## config.mk

```make
export PLATFORM = sky130hd
export DESIGN_NAME = ecc_error_logger_flat
export DESIGN_NICKNAME = d
export VERILOG_FILES = /design/src/rtl/ecc_error_logger_if.sv /design/src/rtl/ecc_error_logger.sv /design/src/flat_wrapper.sv
export SDC_FILE = /design/constraint.sdc
export NUM_CORES = 1
export LEC_CHECK = 0
export BUFFER_PORTS_ARGS = -buffer_cell sky130_fd_sc_hd__buf_2
export CAP_MARGIN = 20
export CORE_ASPECT_RATIO = 1.75
export CORE_MARGIN = 2
export CORE_UTILIZATION = 47
export DETAILED_ROUTE_END_ITERATION = 6
export GPL_ROUTABILITY_DRIVEN = 0
export HOLD_SLACK_MARGIN = 0.1
export PLACE_DENSITY = 0.64
export SLEW_MARGIN = 20
export SYNTH_ARGS = -nofsm -noshare
export SYNTH_HDL_FRONTEND = slang
export SYNTH_SLANG_ARGS = --single-unit
```

## constraint.sdc

```tcl
create_clock -name clk_i -period 3.15 [get_ports clk_i]
set_input_delay 0.7875 -clock clk_i [delete_from_list [all_inputs] [get_ports clk_i]]
set_output_delay 0.7875 -clock clk_i [all_outputs]
set_load 0.01 [all_outputs]
```

## src/rtl/ecc_error_logger_if.sv

```systemverilog
// ECC error logger bus bundle: event strobe, clear, and status-read handshake.
// master drives events and read requests; slave is the logger itself.
interface ecc_error_logger_if #(
   parameter int REGDIRSIZE = 5
);
   logic                  event_valid_i;
   logic [1:0]            result_i;
   logic [REGDIRSIZE-1:0] register_i;
   logic                  clr_i;
   logic                  rd_valid_i;
   logic [1:0]            rd_adr_i;
   logic [31:0]           rd_data_o;
   logic                  rd_ready_o;
   logic                  irq_o;

   modport master (
      output event_valid_i, result_i, register_i, clr_i, rd_valid_i, rd_adr_i,
      input  rd_data_o, rd_ready_o, irq_o
   );

   modport slave (
      input  event_valid_i, result_i, register_i, clr_i, rd_valid_i, rd_adr_i,
      output rd_data_o, rd_ready_o, irq_o
   );
endinterface

```

## src/rtl/ecc_error_logger.sv

```systemverilog
// ECC error logger: saturating corrected/uncorrectable counters, a small
// event FIFO of {uncorr, register} with sticky overflow, and a one-cycle
// latency status-read port.
// Optional feature: define ECC_LOG_IRQ_EN to get a registered level
// interrupt irq_o = (uncorr_cnt != 0) | ovf; otherwise irq_o is tied to 0.
//
// Read FSM states:
//   state  | meaning
//   S_IDLE | waiting for rd_valid_i; latches read data on request
//   S_RESP | rd_ready_o high for one cycle, rd_data_o valid, FIFO pop here
//   S_WAIT | request acknowledged; wait for rd_valid_i to drop
module ecc_error_logger #(
   parameter int REGDIRSIZE  = 5,
   parameter int COUNTERSIZE = 32,
   parameter int FIFO_DEPTH  = 4
) (
   input logic             clk_i,
   input logic             rst_ni,
   ecc_error_logger_if.slave bus
);

   localparam int AW = (FIFO_DEPTH > 1) ? $clog2(FIFO_DEPTH) : 1;
   localparam int CW = $clog2(FIFO_DEPTH + 1);
   localparam int EW = REGDIRSIZE + 1;

   typedef enum logic [1:0] {
      S_IDLE = 2'd0,
      S_RESP = 2'd1,
      S_WAIT = 2'd2
   } rd_state_t;

   localparam logic [COUNTERSIZE-1:0] CNT_MAX = {COUNTERSIZE{1'b1}};

   logic [COUNTERSIZE-1:0] corr_cnt;
   logic [COUNTERSIZE-1:0] uncorr_cnt;
   logic                   ovf;

   logic [EW-1:0]          mem [FIFO_DEPTH];
   logic [AW-1:0]          wr_ptr;
   logic [AW-1:0]          rd_ptr;
   logic [CW-1:0]          fifo_cnt;
   logic                   push_pend;
   logic [EW-1:0]          push_entry;

   rd_state_t              state;
   logic                   pop_armed;
   logic                   rd_ready;
   logic [31:0]            rd_data;

   logic                   is_corr;
   logic                   is_uncorr;
   logic                   full;
   logic                   empty;
   logic                   pop;
   logic                   do_push;
   logic [EW-1:0]          head_entry;
   logic [31:0]            head_word;
   logic [31:0]            status_word;
   logic [31:0]            rd_mux;

   function automatic logic [AW-1:0] ptr_next(input logic [AW-1:0] p);
      return (p == AW'(FIFO_DEPTH - 1)) ? '0 : p + 1'b1;
   endfunction

   assign is_corr   = bus.event_valid_i && (bus.result_i == 2'b01);
   assign is_uncorr = bus.event_valid_i && bus.result_i[1];

   assign full  = (fifo_cnt == CW'(FIFO_DEPTH));
   assign empty = (fifo_cnt == '0);

   // pop_armed was decided when the data was latched, so the popped entry
   // is exactly the one that was returned
   assign pop     = (state == S_RESP) && pop_armed;
   // a full FIFO still accepts a push when a pop frees a slot on the same edge
   assign do_push = push_pend && (!full || pop);

   assign head_entry = mem[rd_ptr];

   // read data words for the status and FIFO-head addresses
   always_comb begin
      head_word                   = '0;
      head_word[31]               = head_entry[EW-1];
      head_word[REGDIRSIZE-1:0]   = head_entry[REGDIRSIZE-1:0];
      status_word                 = '0;
      status_word[31]             = ovf;
      status_word[15:8]           = 8'(fifo_cnt);
      status_word[1]              = full;
      status_word[0]              = empty;
   end

   // address decode for status reads
   always_comb begin
      rd_mux = '0;
      case (bus.rd_adr_i)
         2'd0:    rd_mux = 32'(corr_cnt);
         2'd1:    rd_mux = 32'(uncorr_cnt);
         2'd2:    rd_mux = status_word;
         default: rd_mux = empty ? 32'h0 : head_word;
      endcase
   end

   // error counters and the one-cycle push stage; clear discards the event
   always_ff @(posedge clk_i or negedge rst_ni) begin
      if (!rst_ni) begin
         corr_cnt   <= '0;
         uncorr_cnt <= '0;
         push_pend  <= 1'b0;
         push_entry <= '0;
      end else if (bus.clr_i) begin
         corr_cnt   <= '0;
         uncorr_cnt <= '0;
         push_pend  <= 1'b0;
      end else begin
         if (is_corr && (corr_cnt != CNT_MAX))
            corr_cnt <= corr_cnt + 1'b1;
         if (is_uncorr && (uncorr_cnt != CNT_MAX))
            uncorr_cnt <= uncorr_cnt + 1'b1;
         push_pend  <= is_corr || is_uncorr;
         push_entry <= {bus.result_i[1], bus.register_i};
      end
   end

   // FIFO pointers, occupancy and sticky overflow
   always_ff @(posedge clk_i or negedge rst_ni) begin
      if (!rst_ni) begin
         wr_ptr   <= '0;
         rd_ptr   <= '0;
         fifo_cnt <= '0;
         ovf      <= 1'b0;
      end else if (bus.clr_i) begin
         wr_ptr   <= '0;
         rd_ptr   <= '0;
         fifo_cnt <= '0;
         ovf      <= 1'b0;
      end else begin
         if (do_push)
            wr_ptr <= ptr_next(wr_ptr);
         if (pop)
            rd_ptr <= ptr_next(rd_ptr);
         if (push_pend && full && !pop)
            ovf <= 1'b1;
         case ({do_push, pop})
            2'b10:   fifo_cnt <= fifo_cnt + 1'b1;
            2'b01:   fifo_cnt <= fifo_cnt - 1'b1;
            default: fifo_cnt <= fifo_cnt;
         endcase
      end
   end

   // FIFO storage, no reset needed since occupancy gates every read
   always_ff @(posedge clk_i) begin
      if (do_push && !bus.clr_i)
         mem[wr_ptr] <= push_entry;
   end

   // read handshake FSM with registered acknowledge and data
   always_ff @(posedge clk_i or negedge rst_ni) begin
      if (!rst_ni) begin
         state     <= S_IDLE;
         rd_ready  <= 1'b0;
         rd_data   <= '0;
         pop_armed <= 1'b0;
      end else begin
         case (state)
            S_IDLE: begin
               if (bus.rd_valid_i) begin
                  state     <= S_RESP;
                  rd_ready  <= 1'b1;
                  rd_data   <= rd_mux;
                  pop_armed <= (bus.rd_adr_i == 2'd3) && !empty;
               end
            end
            S_RESP: begin
               state     <= S_WAIT;
               rd_ready  <= 1'b0;
               rd_data   <= '0;
               pop_armed <= 1'b0;
            end
            S_WAIT: begin
               if (!bus.rd_valid_i)
                  state <= S_IDLE;
            end
            default: begin
               state     <= S_IDLE;
               rd_ready  <= 1'b0;
               rd_data   <= '0;
               pop_armed <= 1'b0;
            end
         endcase
      end
   end

   assign bus.rd_ready_o = rd_ready;
   assign bus.rd_data_o  = rd_data;

`ifdef ECC_LOG_IRQ_EN
   logic irq_q;

   // level interrupt from the registered counter/overflow state
   always_ff @(posedge clk_i or negedge rst_ni) begin
      if (!rst_ni)
         irq_q <= 1'b0;
      else
         irq_q <= (uncorr_cnt != '0) || ovf;
   end

   assign bus.irq_o = irq_q;
`else
   assign bus.irq_o = 1'b0;
`endif

endmodule

```

## src/flat_wrapper.sv

```systemverilog
// flat-port wrapper written by rule: the top's interface ports become plain ports
module ecc_error_logger_flat 
#(
   parameter int REGDIRSIZE  = 5,
   parameter int COUNTERSIZE = 32,
   parameter int FIFO_DEPTH  = 4
)
  (clk_i, rst_ni, bus_event_valid_i, bus_result_i, bus_register_i, bus_clr_i, bus_rd_valid_i, bus_rd_adr_i, bus_rd_data_o, bus_rd_ready_o, bus_irq_o);
  ecc_error_logger_if #(.REGDIRSIZE(REGDIRSIZE)) bus_i ();
  input logic clk_i;
  input logic rst_ni;
  input wire logic [$bits(bus_i.event_valid_i)-1:0] bus_event_valid_i;
  input wire logic [$bits(bus_i.result_i)-1:0] bus_result_i;
  input wire logic [$bits(bus_i.register_i)-1:0] bus_register_i;
  input wire logic [$bits(bus_i.clr_i)-1:0] bus_clr_i;
  input wire logic [$bits(bus_i.rd_valid_i)-1:0] bus_rd_valid_i;
  input wire logic [$bits(bus_i.rd_adr_i)-1:0] bus_rd_adr_i;
  output wire logic [$bits(bus_i.rd_data_o)-1:0] bus_rd_data_o;
  output wire logic [$bits(bus_i.rd_ready_o)-1:0] bus_rd_ready_o;
  output wire logic [$bits(bus_i.irq_o)-1:0] bus_irq_o;
  assign bus_i.event_valid_i = bus_event_valid_i;
  assign bus_i.result_i = bus_result_i;
  assign bus_i.register_i = bus_register_i;
  assign bus_i.clr_i = bus_clr_i;
  assign bus_i.rd_valid_i = bus_rd_valid_i;
  assign bus_i.rd_adr_i = bus_rd_adr_i;
  assign bus_rd_data_o = bus_i.rd_data_o;
  assign bus_rd_ready_o = bus_i.rd_ready_o;
  assign bus_irq_o = bus_i.irq_o;
  ecc_error_logger #(.REGDIRSIZE(REGDIRSIZE), .COUNTERSIZE(COUNTERSIZE), .FIFO_DEPTH(FIFO_DEPTH)) u_core (.clk_i(clk_i), .rst_ni(rst_ni), .bus(bus_i));
endmodule
```

# Word-level counts from Yosys, hierarchy flattened
# Memories as Yosys holds them, arrays and structs flattened.
# Index checks and enable logic that the tools add are counted.
dict set report word_totals {
  in_bits 14
  reg_bits 115
  ramBits 24
  memories 1
}
# name words width read_ports rd_ports_with_merged_regs wr line_no
set mem_list {}
lappend mem_list {u_core.mem 4 6 1 0 1 ecc_error_logger.sv:38} ;# logic [EW-1:0] mem [FIFO_DEPTH];
dict set report op_classes {
  n_mux 28
  eq_ne 15
  n_reduce_logical 27
  bitwise 1
  add_sub_neg 6
}
# cell count
set op_table {}
lappend op_table {{32-bit 2-to-1 mux} 6}
lappend op_table {{32-bit one-hot mux with 3 select lines} 1}
lappend op_table {{32-bit by 1-bit adder with 32-bit output (second input constant)} 2}
lappend op_table {{32-bit != test (second input constant)} 2}
lappend op_table {{32-bit one-hot mux with 2 select lines} 1}
lappend op_table {{2-bit 2-to-1 mux} 8}
lappend op_table {{2-bit == test (second input constant)} 6}
lappend op_table {{1-bit logical AND} 10}
lappend op_table {{2-bit nonzero test} 5}
lappend op_table {{2-bit by 1-bit == test with 1-bit output (second input constant)} 4}
lappend op_table {{1-bit 2-to-1 mux} 7}
lappend op_table {{2-bit one-hot mux with 3 select lines} 1}
lappend op_table {{3-bit one-hot mux with 2 select lines} 1}
lappend op_table {{2-bit by 1-bit adder with 2-bit output (second input constant)} 2}
lappend op_table {{1-bit logical NOT} 4}
lappend op_table {{2-bit logical NOT} 2}
lappend op_table {{2-bit != test (second input constant)} 2}
lappend op_table {{1-bit one-hot mux with 2 select lines} 2}
lappend op_table {{2-bit AND reduction} 2}
lappend op_table {{3-bit by 1-bit adder with 3-bit output (second input constant)} 1}
lappend op_table {{3-bit == test (second input constant)} 1}
lappend op_table {{3-bit logical NOT} 1}
lappend op_table {{3-bit 2-to-1 mux} 1}
lappend op_table {{3-bit nonzero test} 1}
lappend op_table {{3 further kinds} 4}

# Logic depth before layout (Yosys ltp)
# Gate-level depths: netlist of run 1.
dict set report depth {
  depth_word 7
  depth_mapped 8
}

# Worst setup path before layout of run 1
# Ideal clock, no wire load.
dict set report synth_timing {
  path_kind {input port to flip-flop}
  start {input bus_result_i[1]}
  end {register u_core.corr_cnt[22]}
  t_required_ns 3.025
  path_slack_ns 0.876
  n_path_buf 0
  setup_ns 0.125
  stages 5
  t_arrival_ns 2.149
  path_cell_list {nand3b_1 -> nor4_2 -> o21ai_2 -> nor4_1 -> mux2_2}
}
dict set report synth_via {
  elab_chain_len 4
}
# item line_no
set synth_rtl {}
lappend synth_rtl {{start: declaration} flat_wrapper.sv:13} ;# input wire logic [$bits(bus_i.result_i)-1:0] bus_result_i;
lappend synth_rtl {{2-bit by 1-bit == test with 1-bit output} ecc_error_logger.sv:65} ;# assign is_corr = bus.event_valid_i && (bus.result_i == 2'b01);
lappend synth_rtl {{1-bit logical AND} ecc_error_logger.sv:65}
lappend synth_rtl {{1-bit logical AND} ecc_error_logger.sv:114} ;# if (is_corr && (corr_cnt != CNT_MAX))
lappend synth_rtl {{2-bit nonzero test (no source line)} n/a}
lappend synth_rtl {{end signal: assignment} ecc_error_logger.sv:115} ;# corr_cnt <= corr_cnt + 1'b1;
lappend synth_rtl {{end: declaration} ecc_error_logger.sv:34} ;# logic [COUNTERSIZE-1:0] corr_cnt;
# Every way passes these cells.
# A chain may end at the register's enable or synchronous reset.

# Worst setup path in the final report of run 1
dict set report layout_timing {
  start {register u_core.corr_cnt[12]}
  end {register u_core.corr_cnt[1]}
}
dict set report layout_via {
  elab_chain_len 3
}
# item line_no
set layout_rtl {}
lappend layout_rtl {{32-bit != test} ecc_error_logger.sv:114}
lappend layout_rtl {{1-bit logical AND} ecc_error_logger.sv:114}
lappend layout_rtl {{2-bit nonzero test (no source line)} n/a}
# Every way passes these cells.

==> run summary, run 1 <==
The flow ran to the end, and the final reports show no timing, DRC or antenna violations. The cell count after synthesis came out at 685. The combinational family with the most area after synthesis was simple AND/OR/NAND/NOR gates. Dividing the detail-routed wire length by the instance count gives 19.3 um.

The time the final worst path needs with I/O delays and setup was 2490 ps. Derived from the worst setup path, the maximum achievable clock frequency is 402 MHz. The tree built by TritonCTS fans out to 139 sinks. The peak supply drop is 0.000377 V, and the TritonCTS buffer count is 17. The met1 usage came out at 0.249. The detail route stage leaves a number of antenna-violating nets equal to 0. CTS built an H-tree with a depth of 4. Adding up every negative setup slack in the final design gives 0 ps. For the number of pins exceeding their max-slew limit in the final report, the log shows 0. For the quantity of hold-fixing buffers added after cts, the log shows 0. After synthesis the netlist holds a flip-flop and latch count of 139.

Before antenna repair, the detailed router went through 5 iterations. Input and output buffers added on the ports amount to 46. The register share of total power came out at 0.463. The internal power of the cells is 3070 uW. The count of flip-flops with a built-in enable after synthesis came out at 24. When the netlist entered floorplanning its net count stood at 707. The switching power as a share of total power is 0.261, and the remaining max-slew budget at the tightest pin is 0.462. The number of placement rows is 59.

For this design the total switching power over the nets is 1080 uW. The cell sitting at the root of the clock tree is a clkbuf_16. The overall global routing resource usage is 0.232. The die is 167 um tall. For this block, the via count after detailed routing is 5,624. The global routing stage identified its most utilized layer as met2. The most frequent standard cell in the layout excluding fill and tap cells is dfrtp_1. Wires add up to 17,900 um. Yosys mapped the design onto 71 distinct sky130hd cell types. Summing every instance area after synthesis gives 7110 sq um.

The worst register-to-register path begins at u_core.corr_cnt[12]$_DFFE_PN0P_. Fraction of registers with async set/reset: 0.827. The clock power share is 0.464.

The filler cells instantiated in the layout total 1,341. The simple-gate share of the synthesized area is 0.206, and the initial cell density of the core is 0.479. The compound-gate portion of the synthesized area is 0.126. The global-route wire length before repair is 29,500 um. Post-cts gate resize count: 0. Data on the critical path is required at its endpoint by 3460 ps. Using the TritonRoute via totals, the vias-per-cell ratio works out to 6.08.

The path class of the tightest hold or removal check is in2async. The via count of the first global-routing pass came out at 5,792. The total overflow left after global routing is 0. Setup repair after global routing left no endpoint under its margin. TritonCTS built the clock tree. In the routed design, unresolved DRC markers number 0. The parity-gate share of the synthesized area counting xor and xnor cells is 0.0185. The tools report the count of endpoints failing hold in the final timing report as 0.

The floorplan step defined a die boundary enclosing 16,200 sq um. The worst clock skew is 15.7 ps, and the top-level port count is 48. Clock slew seen by the registers of the worst setup and hold paths: 60 ps. For the sequential cell area, the log shows 3600 sq um. The logs give 0 for the max-capacitance violation count and 0 for the number of antenna violations at the first check in global routing. The run gives 2800 ps as the arrival time at the worst endpoint.

For the worst-case clock buffer depth, the log shows 2. The share of cells above drive strength 1 was 0.174. At the later pin of the worst-skew pair, clock insertion delay measures 420 ps. Once layout is complete, the cells apart from fillers number 925. The tools report the met2 demand-to-capacity share in global routing as 0.431. The top cell types in the final layout, fill and taps aside, are 115 x dfrtp_1, 63 x o21ai_0, 60 x nand2_1.

The static leakage was 0.00333 uW; the transition time at the pin with the least slew margin was 807 ps. The final clock period utilization by the worst path works out to 0.789. The final layout net count is 751.

The leading register cell type out of synthesis is dfrtp_1. The most critical setup path has its startpoint at u_core.corr_cnt[12]$_DFFE_PN0P_. Measured along the x axis, the die boundary spans 97.0 um. In this run, the number of DRC markers left after iteration 0 of detailed routing was 317.

Summing all multi-input logic gate instances after layout gives 3250 sq um. The core area came out at 14,800 sq um. The HPWL after detailed placement is 13,200 um. The number of setup violations in the final report is 0, and the post-CTS setup buffer count is 0. The worst setup path is captured at a flip-flop. The met3 track demand over resource is 0.0403. The Yosys step of the flow raised 0 warnings.

In this run the power density over the cells is 514 nW/um^2. For the maximum number of pins on one net before global-route repair, the log shows 50. Dividing the synthesized area by the synthesized cell count gives 10.4 sq um. Relative to the synthesized area, the layout overhead comes to 13.5%. Multiplexer area fraction after synthesis: 0.0907.

The repair_antennas step left the layout with diodes totalling 0. After detailed placement, the design holds a cell count of 893. The critical path is of the reg2reg type. The share of the yosys chip area belonging to registers is 0.506. The largest fanout on the critical path is 20, and the portion of total power attributed to combinational logic is 0.073. The adder-cell share of the synthesized area came out at 0.0151. The sort of element at the start of the critical path is a flip-flop.
stage by stage:
stage / area (sq um) / power [uW] / hold WS, ps / utilization / setup WS [ps]
after floorplan: 7110 / 2130 / 444 / - / 876
after global placement: 7500 / 2250 / 455 / 0.505 / 557
after detailed placement: 7500 / 2260 / 467 / 0.505 / 440
after CTS: 8060 / 4180 / 372 / 0.543 / 641
after global routing: 8060 / 4290 / 396 / 0.543 / 447
final: 8060 / 4150 / 374 / 0.543 / 663
layer usage:
| metal | share of wire | vias to the layer above |
|---|---|---|
| li1 | - | 2611 |
| met1 | 0.36 | 2810 |
| met2 | 0.57 | 158 |
| met3 | 0.033 | 45 |
| met4 | 0.036 | 0 |
| met5 | 0 | - |
sequential cells by signal, indices dropped and copies added (netlist names):
register	count
u_core.bus.rd_data_o	32
u_core.push_entry	6
u_core.push_pend	1
u_core.wr_ptr	2
u_core.corr_cnt	32
u_core.uncorr_cnt	32
u_core.mem	24
u_core.state	2
u_core.fifo_cnt	3
u_core.bus.rd_ready_o	1
u_core.rd_ptr	2
u_core.ovf	1
u_core.pop_armed	1
synth_stat cells (4+ instances only):
master	instances	area, sq um
nor2_1	42	158
mux2_2	14	158
nor2b_1	10	62.6
a22o_1	8	70.1
clkbuf_1	22	82.6
nand4_1	21	131
a21oi_1	43	215
and4_1	5	43.8
ha_1	7	87.6
nand2_1	60	225
inv_1	17	63.8
or4_1	10	75.1
and2_1	7	43.8
and3_1	6	37.5
mux2i_1	34	340
nor4_1	9	56.3
dfrtp_1	115	2880
nand3_1	26	130
nand2b_1	4	25.0
o21ai_0	63	315
nor3_1	5	25.0
mux4_2	6	135
edfxtp_1	24	721
xnor2_1	10	87.6
xor2_1	5	43.8
or3_1	34	213
o31ai_1	6	45.0
buf_2	4	20.0
worst max-delay path, stage by stage (launching register included):
cell and delay [ps]:
dfrtp_1 450, nand3_2 170, or4_1 660, nor4_4 490, buf_4 330, nor3b_1 80
o21ba_2 210
power by group through the flow:
stage | Clock (uW) | Combinational [uW] | Sequential (uW)
floorplan | 0 | 182 | 1950
global placement | 0 | 302 | 1950
detailed placement | 0 | 309 | 1950
CTS | 1950 | 310 | 1920
global route | 2030 | 337 | 1930
finish | 1920 | 305 | 1920
cell families (layout without fill, tap and decap cells):
family | after synthesis | after routing
AO/OA/AOI/OAI | 150 | 150
multiplexers | 55 | 55
adder cells (fa/ha/maj) | 8 | 8
buffers and inverters | 53 | 110
XOR/XNOR | 15 | 15
flip-flops | 139 | 139
AND/OR/NAND/NOR | 264 | 264
other | 1 | 1
final cells by class:
class	count	share of cell area
multi-input combinational	493	0.403
tap	183	0.0284
inverter	17	0.00791
sequential	139	0.446
timing repair buffer	61	0.0444
clock inverter	15	0.0172
clock buffer	17	0.0528
path summary, 6_finish.rpt:
check                                                            end  slack, ps  depth (start not counted)
worst max-delay path                  u_core.corr_cnt[1]$_DFFE_PN0P_        660                          6
worst min-delay path            u_core.bus.rd_data_o[29]$_DFFE_PN0P_        370                          1
worst max register to register        u_core.corr_cnt[1]$_DFFE_PN0P_        660                          6
worst min register to register  u_core.bus.rd_data_o[23]$_DFFE_PN0P_        470                          2
max in group asynchronous            u_core.corr_cnt[10]$_DFFE_PN0P_       1970                          2
min in group clk_i              u_core.bus.rd_data_o[23]$_DFFE_PN0P_        470                          2
No activity file was read; power rests on OpenSTA's default activity.
==> inputs of run 2 (changes only) <==
- PLACE_DENSITY: 0.64 -> 0.66
- clock period: 3.15 -> 2.11 ns (I/O delays scaled with it)
==> run 2 against run 1 <==
  * Sequential power grew 49%
  * Worst setup slack lost 640 ps
  * Via count grew 6.8%
  * Combinational power grew 61%
  * Count of clock-buffer cells in the layout grew 3
  * Core utilization grew 5.0 points
  * Clock skew shrank 3.9 ps
  * Global-route usage grew 1.4 points
  * Power grew 47%
  * First-iteration DRC count grew 3.2%
  * Critical path type unchanged
==> run summary, run 2 (synthesis gave the netlist of run 1 again) <==
The vias per cell works out to 5.96 (was 6.08). For the post-detailed-placement cell area, the log shows 8030 sq um (was 7500 sq um). The run gives 420 ps (about the same) as the source-to-sink clock delay at the later pin of the worst-skew pair. For the top-level port count, the log shows 48 (unchanged). The logs give 6,304 (was 5,792) for the via count of the first global-routing pass and 17 (unchanged) for the TritonCTS buffer count. The total half-perimeter wirelength after legalization and detailed placement was 14,300 um (was 13,200 um); the number of iterations in the first detailed-routing pass was 5 (unchanged).

Layout-stage area growth over the synthesis result: 23.8% (was 13.5%). Number of diodes: 0 (unchanged). The tools report the number of violations reported at the end of detailed-routing iteration 0 as 327 (was 317).

The logs give 19,800 um (was 17,900 um) for the total length of routed wires and 478 MHz (was 402 MHz) for the highest achievable clock rate. The horizontal extent of the die was 97.0 um (unchanged). The number of placement rows was 59 (unchanged); the sum of overflow across all layers after global routing was 0 (unchanged). The total area of multi-input combinational cells is 3370 sq um (was 3250 sq um), and the number of antenna violations at the first check in global routing is 0 (unchanged). The clock slew seen by the registers of the worst setup and hold paths was 60 ps (about the same); the peak supply drop was 0.000631 V (was 0.000377 V).

Power per standard cell area: 692 nW/um^2 (was 514 nW/um^2). For the number of pins exceeding their max-slew limit in the final report, the log shows 0 (unchanged). The clock root buffer is clkbuf_16 (unchanged). The via count was 6,006 (was 5,624). The endpoint kind of the worst setup timing path was a flip-flop (unchanged). For the post-layout utilization of the core, the log shows 0.593 (was 0.543).

Number of buffers inserted by port buffering: 46 (unchanged). Endpoint of the worst register-to-register path: u_core.corr_cnt[23]$_DFFE_PN0P_ (was u_core.corr_cnt[1]$_DFFE_PN0P_). The logs give 47 (was 50) for the maximum number of pins on one net before global-route repair and 14,800 sq um (unchanged) for the core area.

The share of cells above drive strength 1 is 0.273 (was 0.174), and the arrival time at the worst endpoint is 2410 ps (was 2800 ps). Sequential cell area: 3600 sq um (about the same). The final layout net count is 833 (was 751). The overall global routing resource usage is 0.246 (was 0.232). The worst-case clock buffer depth was 2 (unchanged).

The tools report the number of remaining DRC errors as 0 (unchanged). The largest fanout on the critical path is 10 (was 20), and the endpoint required time on the critical path is 2430 ps (was 3460 ps). The aggregate negative setup slack is 0 ps (unchanged).

The classification of the worst-slack hold path was in2async (unchanged). The tools report the worst reg2reg path startpoint as u_core.corr_cnt[1]$_DFFE_PN0P_ (was u_core.corr_cnt[12]$_DFFE_PN0P_). The clock net sink count was 139 (unchanged). The final routed wire length divided by cell count is 19.6 um (was 19.3 um), and the max-capacitance violation count is 0 (unchanged). The run gives 20 ps (was 660 ps) as the register-to-register setup slack. The global-route wire length before repair was 31,400 um (was 29,500 um); the vertical die dimension was 167 um (unchanged).

For the count of endpoints failing hold in the final timing report, the log shows 0 (unchanged). The initial cell density of the core is 0.479 (unchanged), and the final design instance area without fill is 8800 sq um (was 8060 sq um). The final clock period utilization by the worst path was 0.991 (was 0.789); the transition time at the pin with the least slew margin was 640 ps (was 807 ps).

The static leakage came out at 0.00378 uW (was 0.00333 uW). TritonCTS built the clock tree. The run finished with clean final reports.

The count of H-tree levels built during CTS was 4 (unchanged); the number of nets with antenna violations after routing was 0 (unchanged). The sort of element at the start of the critical path is a flip-flop (unchanged). The tools report the remaining max-slew budget at the tightest pin as 0.574 (was 0.462). The run gives 1,007 (was 925) as the count of placed standard cells in the final layout, fillers left out. Area of the die: 16,200 sq um (unchanged). Setup repair after global routing could not meet its margin everywhere. The count of cells along the worst register-to-register path is 8 (was 6), and the number of setup violations in the final report is 0 (unchanged).

Most frequent standard cell in the layout excluding fill and tap cells: dfrtp_1 (unchanged). Number of fill cells: 1,259 (was 1,341). Most frequent cells in the layout: 114 x dfrtp_1, 94 x buf_4, 63 x o21ai_0 (was 115 x dfrtp_1, 63 x o21ai_0, 60 x nand2_1). The time the final worst path needs with I/O delays and setup was 2090 ps (was 2490 ps); the worst clock skew was 11.8 ps (was 15.7 ps). The type of the setup path with the least slack was reg2reg (unchanged). The tools report the cell count after placement as 961 (was 893).
run 2: critical path, stage by stage (launching register included):
cell and delay [ps]:
dfrtp_1 440, ha_1 240, nand3_1 120, buf_4 140, nor4_4 30, buf_4 160, buf_4 160, or4_1 480
a21oi_1 220
run 2: worst max path at each step:
stage | cells past startpoint | start | slack [ps] | end
6_report | 8 | u_core.corr_cnt[1]$_DFFE_PN0P_ | 20 | u_core.corr_cnt[23]$_DFFE_PN0P_
5_1_grt | 6 | u_core.uncorr_cnt[14]$_DFFE_PN0P_ | -60 | u_core.uncorr_cnt[4]$_DFFE_PN0P_
3_5_place_dp | 7 | bus_result_i[1] | -40 | u_core.uncorr_cnt[19]$_DFFE_PN0P_
3_3_place_gp | 7 | bus_result_i[1] | -40 | u_core.uncorr_cnt[19]$_DFFE_PN0P_
2_1_floorplan | 6 | u_core.corr_cnt[4]$_DFFE_PN0P_ | 40 | u_core.corr_cnt[27]$_DFFE_PN0P_
4_1_cts | 5 | u_core.corr_cnt[22]$_DFFE_PN0P_ | 8 | u_core.corr_cnt[27]$_DFFE_PN0P_
run 2: timing repair:
item	4_1_cts	5_1_grt
endpoints found under the setup margin	5	46
hold buffers	0	0
pin swaps	0	10
cloned	0	0
gates resized for setup	3	20
setup buffers	2	12
run 2: layer usage:
metal  wire length, um  share of wire  vias to the layer above  track usage
met5                 0              0                        -            0
met4              1440          0.073                        0        0.170
met3               739          0.037                       69       0.0411
met2             10800           0.55                      195        0.456
met1              6750           0.34                     2953        0.245
li1                  -              -                     2789            -
run 2: cell type report:
cell class / count / area share
clock buffer: 20 / 0.0496
clock inverter: 12 / 0.0115
tap: 183 / 0.0260
timing repair buffer: 143 / 0.114
sequential: 139 / 0.409
multi-input combinational: 493 / 0.383
inverter: 17 / 0.00725
run 2: power by group:
part	total [uW]	internal [uW]	switching, uW
Clock	2730	1610	1130
Combinational	491	161	329
Sequential	2870	2800	63.8
Total	6090	4570	1520
run 2: metrics by stage:
step | hold slack, ps | total power, uW | setup slack, ps
after floorplan | 232 | 3180 | 35.3
after global placement | 456 | 3380 | -37.5
after detailed placement | 468 | 3400 | -38.2
after CTS | 165 | 6130 | 8.17
after global routing | 179 | 6300 | -64.0
final | 132 | 6090 | 19.0
